[src/rtl/pipe_pkg.sv]
// Shared definitions for the three-stage pipeline controller: control-word
// field positions, write-back select encodings, forwarding codes and FSM states.
package pipe_pkg;

  localparam int unsigned CtrlW = 16;
  localparam int unsigned RegW  = 5;

  // Control-word field bit positions
  localparam int unsigned RegWEnBit = 0;
  localparam int unsigned ImmSelLsb = 1;
  localparam int unsigned ImmSelMsb = 3;
  localparam int unsigned BrLUnBit  = 4;
  localparam int unsigned ASelBit   = 5;
  localparam int unsigned BSelBit   = 6;
  localparam int unsigned AluSelLsb = 7;
  localparam int unsigned AluSelMsb = 10;
  localparam int unsigned MemRWBit  = 11;
  localparam int unsigned WbSelLsb  = 12;
  localparam int unsigned WbSelMsb  = 13;
  localparam int unsigned PcSelLsb  = 14;
  localparam int unsigned PcSelMsb  = 15;

  // Write-back select encodings
  localparam logic [1:0] WBSEL_MEM = 2'b00;
  localparam logic [1:0] WBSEL_ALU = 2'b01;
  localparam logic [1:0] WBSEL_PC4 = 2'b10;

  // EX operand source codes
  localparam logic [1:0] FWD_RF = 2'b00;
  localparam logic [1:0] FWD_WB = 2'b01;

  typedef enum logic [1:0] {
    StRun,
    StFlush,
    StMemWait
  } pipe_state_e;

endpackage

[src/rtl/fwd_sel.sv]
// Operand forwarding select for one EX source register.
module fwd_sel
  import pipe_pkg::*;
(
  input  logic            wb_valid_i,
  input  logic            wb_regwen_i,
  input  logic [RegW-1:0] wb_rd_i,
  input  logic [RegW-1:0] ex_rs_i,
  output logic [1:0]      fwd_o
);

  // Take the WB result only when it really writes a non-x0 register we read
  always_comb begin
    fwd_o = FWD_RF;
    if (wb_valid_i && wb_regwen_i && (wb_rd_i != '0) && (wb_rd_i == ex_rs_i)) begin
      fwd_o = FWD_WB;
    end
  end

endmodule

[src/rtl/pipeline_ctrl.sv]
// ID -> EX -> WB control pipeline with branch flush, memory freeze and forwarding.
module pipeline_ctrl
  import pipe_pkg::*;
(
  input  logic             clk,
  input  logic             rst_n,
  input  logic             id_valid,
  input  logic [CtrlW-1:0] id_ctrl,
  input  logic [RegW-1:0]  id_rd,
  input  logic [RegW-1:0]  id_rs1,
  input  logic [RegW-1:0]  id_rs2,
  input  logic             ex_redirect,
  input  logic             mem_ready,
  output logic [CtrlW-1:0] ex_ctrl,
  output logic [CtrlW-1:0] wb_ctrl,
  output logic             ex_valid,
  output logic             wb_valid,
  output logic [RegW-1:0]  ex_rd,
  output logic [RegW-1:0]  wb_rd,
  output logic [1:0]       fwd_a,
  output logic [1:0]       fwd_b,
  output logic             stall_if,
  output logic [31:0]      bubble_cnt
);

  pipe_state_e      st_q, st_d;
  logic             ex_valid_q, ex_valid_d, wb_valid_q, wb_valid_d;
  logic [CtrlW-1:0] ex_ctrl_q, ex_ctrl_d, wb_ctrl_q, wb_ctrl_d;
  logic [RegW-1:0]  ex_rd_q, ex_rd_d, wb_rd_q, wb_rd_d;
  logic [RegW-1:0]  ex_rs1_q, ex_rs1_d, ex_rs2_q, ex_rs2_d;
  logic [31:0]      bubble_cnt_q, bubble_cnt_d;
  // Redirect / flush that arrived while frozen, replayed on release
  logic             pend_redir_q, pend_redir_d, pend_flush_q, pend_flush_d;
  logic             mem_acc, freeze, redir_now, flush_now;

  // Next-state: freeze holds everything, otherwise redirect, flush or normal advance
  always_comb begin
    st_d         = st_q;
    ex_valid_d   = ex_valid_q;
    ex_ctrl_d    = ex_ctrl_q;
    ex_rd_d      = ex_rd_q;
    ex_rs1_d     = ex_rs1_q;
    ex_rs2_d     = ex_rs2_q;
    wb_valid_d   = wb_valid_q;
    wb_ctrl_d    = wb_ctrl_q;
    wb_rd_d      = wb_rd_q;
    bubble_cnt_d = bubble_cnt_q;
    pend_redir_d = pend_redir_q;
    pend_flush_d = pend_flush_q;

    mem_acc   = wb_valid_q && ((wb_ctrl_q[WbSelMsb:WbSelLsb] == WBSEL_MEM) ||
                               wb_ctrl_q[MemRWBit]);
    freeze    = mem_acc && !mem_ready;
    // A redirect only means something when EX holds a real instruction
    redir_now = (ex_redirect && ex_valid_q) || pend_redir_q;
    flush_now = (st_q == StFlush) || pend_flush_q;

    if (freeze) begin
      st_d         = StMemWait;
      pend_redir_d = redir_now;
      pend_flush_d = flush_now && !redir_now;
    end else begin
      pend_redir_d = 1'b0;
      pend_flush_d = 1'b0;
      wb_valid_d   = ex_valid_q;
      wb_ctrl_d    = ex_ctrl_q;
      wb_rd_d      = ex_rd_q;
      if (redir_now || flush_now) begin
        // Kill whatever is in ID: the wrong-path instruction, then the stale fetch
        st_d         = redir_now ? StFlush : StRun;
        ex_valid_d   = 1'b0;
        ex_ctrl_d    = '0;
        ex_rd_d      = '0;
        ex_rs1_d     = '0;
        ex_rs2_d     = '0;
        bubble_cnt_d = bubble_cnt_q + 32'd1;
      end else begin
        st_d       = StRun;
        ex_valid_d = id_valid;
        ex_ctrl_d  = id_valid ? id_ctrl : '0;
        ex_rd_d    = id_valid ? id_rd   : '0;
        ex_rs1_d   = id_valid ? id_rs1  : '0;
        ex_rs2_d   = id_valid ? id_rs2  : '0;
      end
    end
  end

  // State and stage registers
  always_ff @(posedge clk or negedge rst_n) begin
    if (!rst_n) begin
      st_q         <= StRun;
      ex_valid_q   <= 1'b0;
      ex_ctrl_q    <= '0;
      ex_rd_q      <= '0;
      ex_rs1_q     <= '0;
      ex_rs2_q     <= '0;
      wb_valid_q   <= 1'b0;
      wb_ctrl_q    <= '0;
      wb_rd_q      <= '0;
      bubble_cnt_q <= '0;
      pend_redir_q <= 1'b0;
      pend_flush_q <= 1'b0;
    end else begin
      st_q         <= st_d;
      ex_valid_q   <= ex_valid_d;
      ex_ctrl_q    <= ex_ctrl_d;
      ex_rd_q      <= ex_rd_d;
      ex_rs1_q     <= ex_rs1_d;
      ex_rs2_q     <= ex_rs2_d;
      wb_valid_q   <= wb_valid_d;
      wb_ctrl_q    <= wb_ctrl_d;
      wb_rd_q      <= wb_rd_d;
      bubble_cnt_q <= bubble_cnt_d;
      pend_redir_q <= pend_redir_d;
      pend_flush_q <= pend_flush_d;
    end
  end

  fwd_sel u_fwd_a (
    .wb_valid_i  (wb_valid_q),
    .wb_regwen_i (wb_ctrl_q[RegWEnBit]),
    .wb_rd_i     (wb_rd_q),
    .ex_rs_i     (ex_rs1_q),
    .fwd_o       (fwd_a)
  );

  fwd_sel u_fwd_b (
    .wb_valid_i  (wb_valid_q),
    .wb_regwen_i (wb_ctrl_q[RegWEnBit]),
    .wb_rd_i     (wb_rd_q),
    .ex_rs_i     (ex_rs2_q),
    .fwd_o       (fwd_b)
  );

  assign ex_valid   = ex_valid_q;
  assign ex_ctrl    = ex_ctrl_q;
  assign ex_rd      = ex_rd_q;
  assign wb_valid   = wb_valid_q;
  assign wb_ctrl    = wb_ctrl_q;
  assign wb_rd      = wb_rd_q;
  assign stall_if   = freeze;
  assign bubble_cnt = bubble_cnt_q;

endmodule

[config.mk]
export PLATFORM = sky130hd
export DESIGN_NAME = pipeline_ctrl
export DESIGN_NICKNAME = d
export VERILOG_FILES = /design/src/rtl/pipe_pkg.sv /design/src/rtl/fwd_sel.sv /design/src/rtl/pipeline_ctrl.sv
export SDC_FILE = /design/constraint.sdc
export NUM_CORES = 1
export LEC_CHECK = 0
export BUFFER_PORTS_ARGS = -buffer_cell sky130_fd_sc_hd__clkbuf_2
export CAP_MARGIN = 20
export CORE_AREA = 2 2 74 111
export CTS_BUF_LIST = sky130_fd_sc_hd__clkbuf_16
export CTS_CLUSTER_DIAMETER = 30
export DETAILED_ROUTE_END_ITERATION = 6
export DIE_AREA = 0 0 76 113
export PLACE_DENSITY = 0.83
export SYNTH_ARGS = -nofsm -noshare
export SYNTH_HDL_FRONTEND = slang
export SYNTH_SLANG_ARGS = --single-unit
export TNS_END_PERCENT = 5
[constraint.sdc]
create_clock -name clk -period 2.15 [get_ports clk]
set_input_delay 0.1075 -clock clk [delete_from_list [all_inputs] [get_ports clk]]
set_output_delay 0.1075 -clock clk [all_outputs]
set_load 0.005 [all_outputs]
[Word-level counts from Yosys, hierarchy flattened]
Cells that the tools add are included.
Operators by class
  add/subtract/negate cells: 1
  multiply operators: 0
  divide/modulo/power cells: 0
  $lt $le $gt $ge: 0
  equal/unequal tests: 3
  shift-type cells: 0
  mux-type cells: 16
  bitwise gates (word level): 1
  reduce and logical (&&, ||, !) cells: 17
Operators with widths (count)
  32-bit by 1-bit adder with 32-bit output (second input constant): 1
  16-bit two-way mux: 2
  5-bit two-way mux: 6
  5-bit equality test: 2
  1-bit logical AND: 8
  1-bit two-way mux: 7
  5-bit nonzero test: 1
  1-bit logical OR: 4
  2-bit by 1-bit equality test with 1-bit output (second input constant): 1
  1-bit zero test: 2
  2-bit zero test: 1
  2-bit two-way mux: 1
  2-bit AND reduction: 1
  1-bit inverter: 1
Storage, ports and cells
  register bits after elaboration: 90
  bits in latches: 0
  memory bits (writable): 0
  bits in read-only memories: 0
  input bits: 36
  output and inout port bits: 81
  logic and storage cells: 50
  memories kept: 0

[Depth between registers and ports, before layout]
  depth after elaboration: 6
  mapped depth: 6
  mapped depth without buffers: 5

[Modules after synthesis]
Synthesis repeated with hierarchy kept, for this count alone.
Second synthesis, totals
  cell total of the unflattened synthesis: 347
  area total of the unflattened synthesis: 3854.9 µm²
By module, submodules not included
  pipeline_ctrl: instances 1, cells an instance 323, area an instance 3679.8 µm², sequential area each 2252.2 µm²
  fwd_sel: instances 2, cells an instance 12, area an instance 87.6 µm², sequential area each 0.0 µm²

[Least setup slack after synthesis]
OpenSTA, ideal clock, no wires.
  path type: reg2reg
  start point: register bubble_cnt_q[0], in the netlist bubble_cnt[0]
  end point: register bubble_cnt_q[28], in the netlist bubble_cnt[28]
  library setup time: 79 ps
  arrival: 1598 ps
  required time: 2071 ps
  path slack: 472 ps
  cell stages (with the launch flop): 7
  path buffers: 1
  period minus slack after synthesis: 1678 ps
  path through: dfrtp_1 ha_1 nand4_1 or3_1 buf_2 nor4_1 xor2_1
Between the ends
  cells in the longest elaborated chain, start to end: 1
RTL lines
  start: declaration: line pipeline_ctrl.sv:31  | logic [31:0] bubble_cnt_q, bubble_cnt_d;
  start signal: assignment: line pipeline_ctrl.sv:113  | bubble_cnt_q <= bubble_cnt_d;
  32-bit by 1-bit adder with 32-bit output: line pipeline_ctrl.sv:76  | bubble_cnt_d = bubble_cnt_q + 32'd1;
No other way between the ends.
A chain may end at the register's enable or synchronous reset.

[Worst setup path in the final report]
  start point: register bubble_cnt_q[0], in the netlist bubble_cnt[0]
  end point: register bubble_cnt_q[26], in the netlist bubble_cnt[26]
The elaborated chain is that of the path after synthesis.

==> impl_metrics.csv <==
group,metric,value,unit
worst_setup_path,cp_cell_sequence,"ha_1, nand4_1, or3_1, nor4_1, xor2_1",
sta,tightest_slew,0.785,ns
sta,setup_slack,0.197,ns
routing,routed_wl,9220,um
clocking,numCtsBuffers,9,
worst_setup_path,critical_path_class,"register to register",
clocking,ctsHtreeMaxLevel,3,
grt,grt_overflow_total,0,
power_and_ir_drop,p_total,6.04,mW
clocking,cts_tree,"yes",
run,maxCapViolCount,0,
die,core_area,7560,um2
die,rows,39,
worst_hold_path,hold_class,"input port to register",
worst_setup_path,cp.required,2.39,ns
routing,vias,3019,
synthesis,yosysUniqueCellTypes,39,
sta,setup-violations-final,0,
grt,grt_pass1_wl,15200,um
synthesis,synthesis.area,3780,um2
routing,drc,0,
placement,place_ws,0.286,ns
sta,max_freq,512,MHz
routing,highest_layer,"met4",
routing,drt-vias-per-instance,5.23,
worst_setup_path,critPathMaxStageDelay,0.49,ns
synthesis,avgSynthCellArea,11.1,um2
clocking,clock_path_buffers,2,
placement,io_buffers,114,
power_and_ir_drop,power_density,1230,nW/um2
synthesis,yosys-top-cells-area,"dfrtp_1, a22o_1, nand2_1",
synthesis,yosysTopAreaCellShare,0.595,
routing,wl_per_cell,16.0,um
power_and_ir_drop,vdd_drop_max,618,uV
grt,grt_usage,0.225,
sta,fin_crit,1.95,ns
synthesis,yosysMostFrequentCell,"dfrtp_1",
synthesis,synth_commonest_cells,"dfrtp_1, nand2_1, a22o_1",
clocking,root_buffer,"clkbuf_16",
final_layout,n_antenna_cell,0,
synthesis,yosysWarnings,0,
clocking,cts_hold_buf,16,
placement,gp_congestion,0.739,
final_layout,fillers,569,
clocking,clock_latency,0.33,ns
synthesis,seq_area_frac_synth,0.595,
die,dieArea,8590,um2
sta,rsz0062_at_grt,"false",
worst_setup_path,worstPathArrival,2.20,ns
sta,clock-skew-final,0.00472,ns
synthesis,synth-async-reset-ratio,1.00,
worst_setup_path,slowest_stage,"or3_1",
final_layout,syn_to_final_growth,30.1,%
clocking,cts.clk_slew.worst_paths,0.06,ns
grt,grt_pass1_vias,3141,
synthesis,synth.largest_area_cell,"dfrtp_1",
synthesis,ys_ff_latch,90,
die,start_util,0.500,
worst_setup_path,r2r-start,"bubble_cnt[0]$_DFFE_PN0P_",
worst_setup_path,ff2ff_path_depth,5,
clocking,cts.sinks,90,
routing,met3RoutedLength,462,um
worst_setup_path,r2r-end,"bubble_cnt[26]$_DFFE_PN0P_",
routing,ant_nets,0,
worst_hold_path,hold_end,"ex_rs2_q[4]$_DFFE_PN0N_",
grt,grt_start_max_net_pins,56,
routing,dr.pass1.iters,4,
sta,finalCritPeriodShare,0.908,
run_status,status,"finished, final reports clean",
final_layout,fin_nets,507,
worst_setup_path,start_kind,"register",
worst_hold_path,holdPathStages,2,
clocking,cts_resized,0,
placement,dp_hpwl,6300,um
synthesis,synthFlopType,"dfrtp_1",
worst_setup_path,critPathCaptureType,"register",
die,die_x,76,um
sta,hold_viol,0,
routing,met2_length,4960,um
die,die_h,113,um
routing,m1WireLength,3610,um
worst_hold_path,min_from,"id_rs2[4]",
final_layout,drive_gt1_frac,0.301,
sta,finalSetupTns,0,ns
sta,maxSlewHeadroom,0.476,
clocking,postCtsSetupBuffers,0,
sta,slew_viol_final,0,
die,ios,117,
worst_setup_path,r2r_setup_slack,0.20,ns
power_and_ir_drop,total_leakage_power,2.38,nW
synthesis,synth_cells,340,
routing,drt_iter0_markers,169,
synthesis,synth_edf_count,0,
worst_setup_path,critPathMaxFanout,10,
grt,antenna_found_initial,0,
## how the worst max path moves through the flow
| stage | slack, ns | end | cells past startpoint | start |
|---|---|---|---|---|
| 2_1_floorplan | 0.47 | bubble_cnt[28]$_DFFE_PN0P_ | 6 | bubble_cnt[0]$_DFFE_PN0P_ |
| 3_3_place_gp | 0.34 | bubble_cnt[31]$_DFFE_PN0P_ | 4 | bubble_cnt[5]$_DFFE_PN0P_ |
| 3_5_place_dp | 0.29 | ex_rs2_q[0]$_DFFE_PN0N_ | 5 | ex_valid$_DFFE_PN0N_ |
| 4_1_cts | 0.17 | bubble_cnt[26]$_DFFE_PN0P_ | 5 | bubble_cnt[0]$_DFFE_PN0P_ |
| 5_1_grt | 0.05 | stall_if | 5 | wb_valid$_DFFE_PN0N_ |
| 6_report | 0.20 | bubble_cnt[26]$_DFFE_PN0P_ | 5 | bubble_cnt[0]$_DFFE_PN0P_ |
## layout by cell type (no fill, tap or decap), types with 8 or more instances in the layout
| cell | n |
|---|---|
| a22o_1 | 32 |
| clkbuf_16 | 9 |
| clkbuf_2 | 113 |
| dfrtp_1 | 90 |
| dlygate4sd3_1 | 17 |
| inv_1 | 11 |
| nand2_1 | 71 |
| nand3_1 | 12 |
| nor2_1 | 8 |
| nor3_1 | 13 |
| nor4_1 | 12 |
| xnor2_1 | 13 |
| xor2_1 | 28 |
## registers in the layout (all words and copies together) (netlist names)
name and count:
ex_valid 1, ex_rs1_q 5, wb_valid 1, ex_rd 5
bubble_cnt 32, ex_ctrl 16, wb_ctrl 16, pend_flush_q 1
st_q 2, pend_redir_q 1, wb_rd 5, ex_rs2_q 5
## worst max-delay path: cells and delay by family (launching register included)
family / cells / cell delay (ns)
adders and majority gates: 1 / 0.21
xor gates and xnor gates: 1 / 0.22
DFF: 1 / 0.42
and+or+nand+nor: 3 / 1.01
## layout make-up
| type | instances | area, um2 | share of cell area |
|---|---|---|---|
| sequential | 90 | 2250 | 0.458 |
| multi-input combinational | 221 | 1400 | 0.285 |
| timing repair buffer | 137 | 813 | 0.165 |
| clock buffer | 9 | 225 | 0.0458 |
| tap | 102 | 128 | 0.0259 |
| clock inverter | 7 | 60.1 | 0.0122 |
| inverter | 11 | 41.3 | 0.00839 |
## per-stage QoR
step / util / hold slack [ns] / std cells / instance area, um2
after floorplan: - / -0.188 / 341 / 3790
after global placement: 0.590 / 0.107 / 544 / 4470
after detailed placement: 0.590 / 0.107 / 544 / 4470
after CTS: 0.649 / 0.000108 / 576 / 4910
after global routing: 0.651 / 0.00930 / 577 / 4920
final: 0.651 / 0.0119 / 577 / 4920
## layer usage
layer,track usage,up-vias
li1,-,1418
met1,0.258,1472
met2,0.409,111
met3,0.0431,18
met4,0.0970,0
met5,0,-
## cell families (layout without fill, tap and decap cells)
family,after synthesis,count (layout),share of synthesized area
multiplexers,1,1,0.00298
buffers and inverters,30,164,0.0360
XOR/XNOR,41,41,0.0949
adder cells (fa/ha/maj),1,1,0.00331
AND/OR/NAND/NOR,138,138,0.180
AO/OA/AOI/OAI,38,38,0.0866
flip-flops,90,90,0.595
other,1,2,0.000991
## power breakdown
group          total (mW)  internal (mW)  switching (mW)
sequential           2.64           2.18           0.462
clock                1.49          0.887           0.603
combinational        1.91          0.867            1.04
No activity file was read; power rests on OpenSTA's default activity.
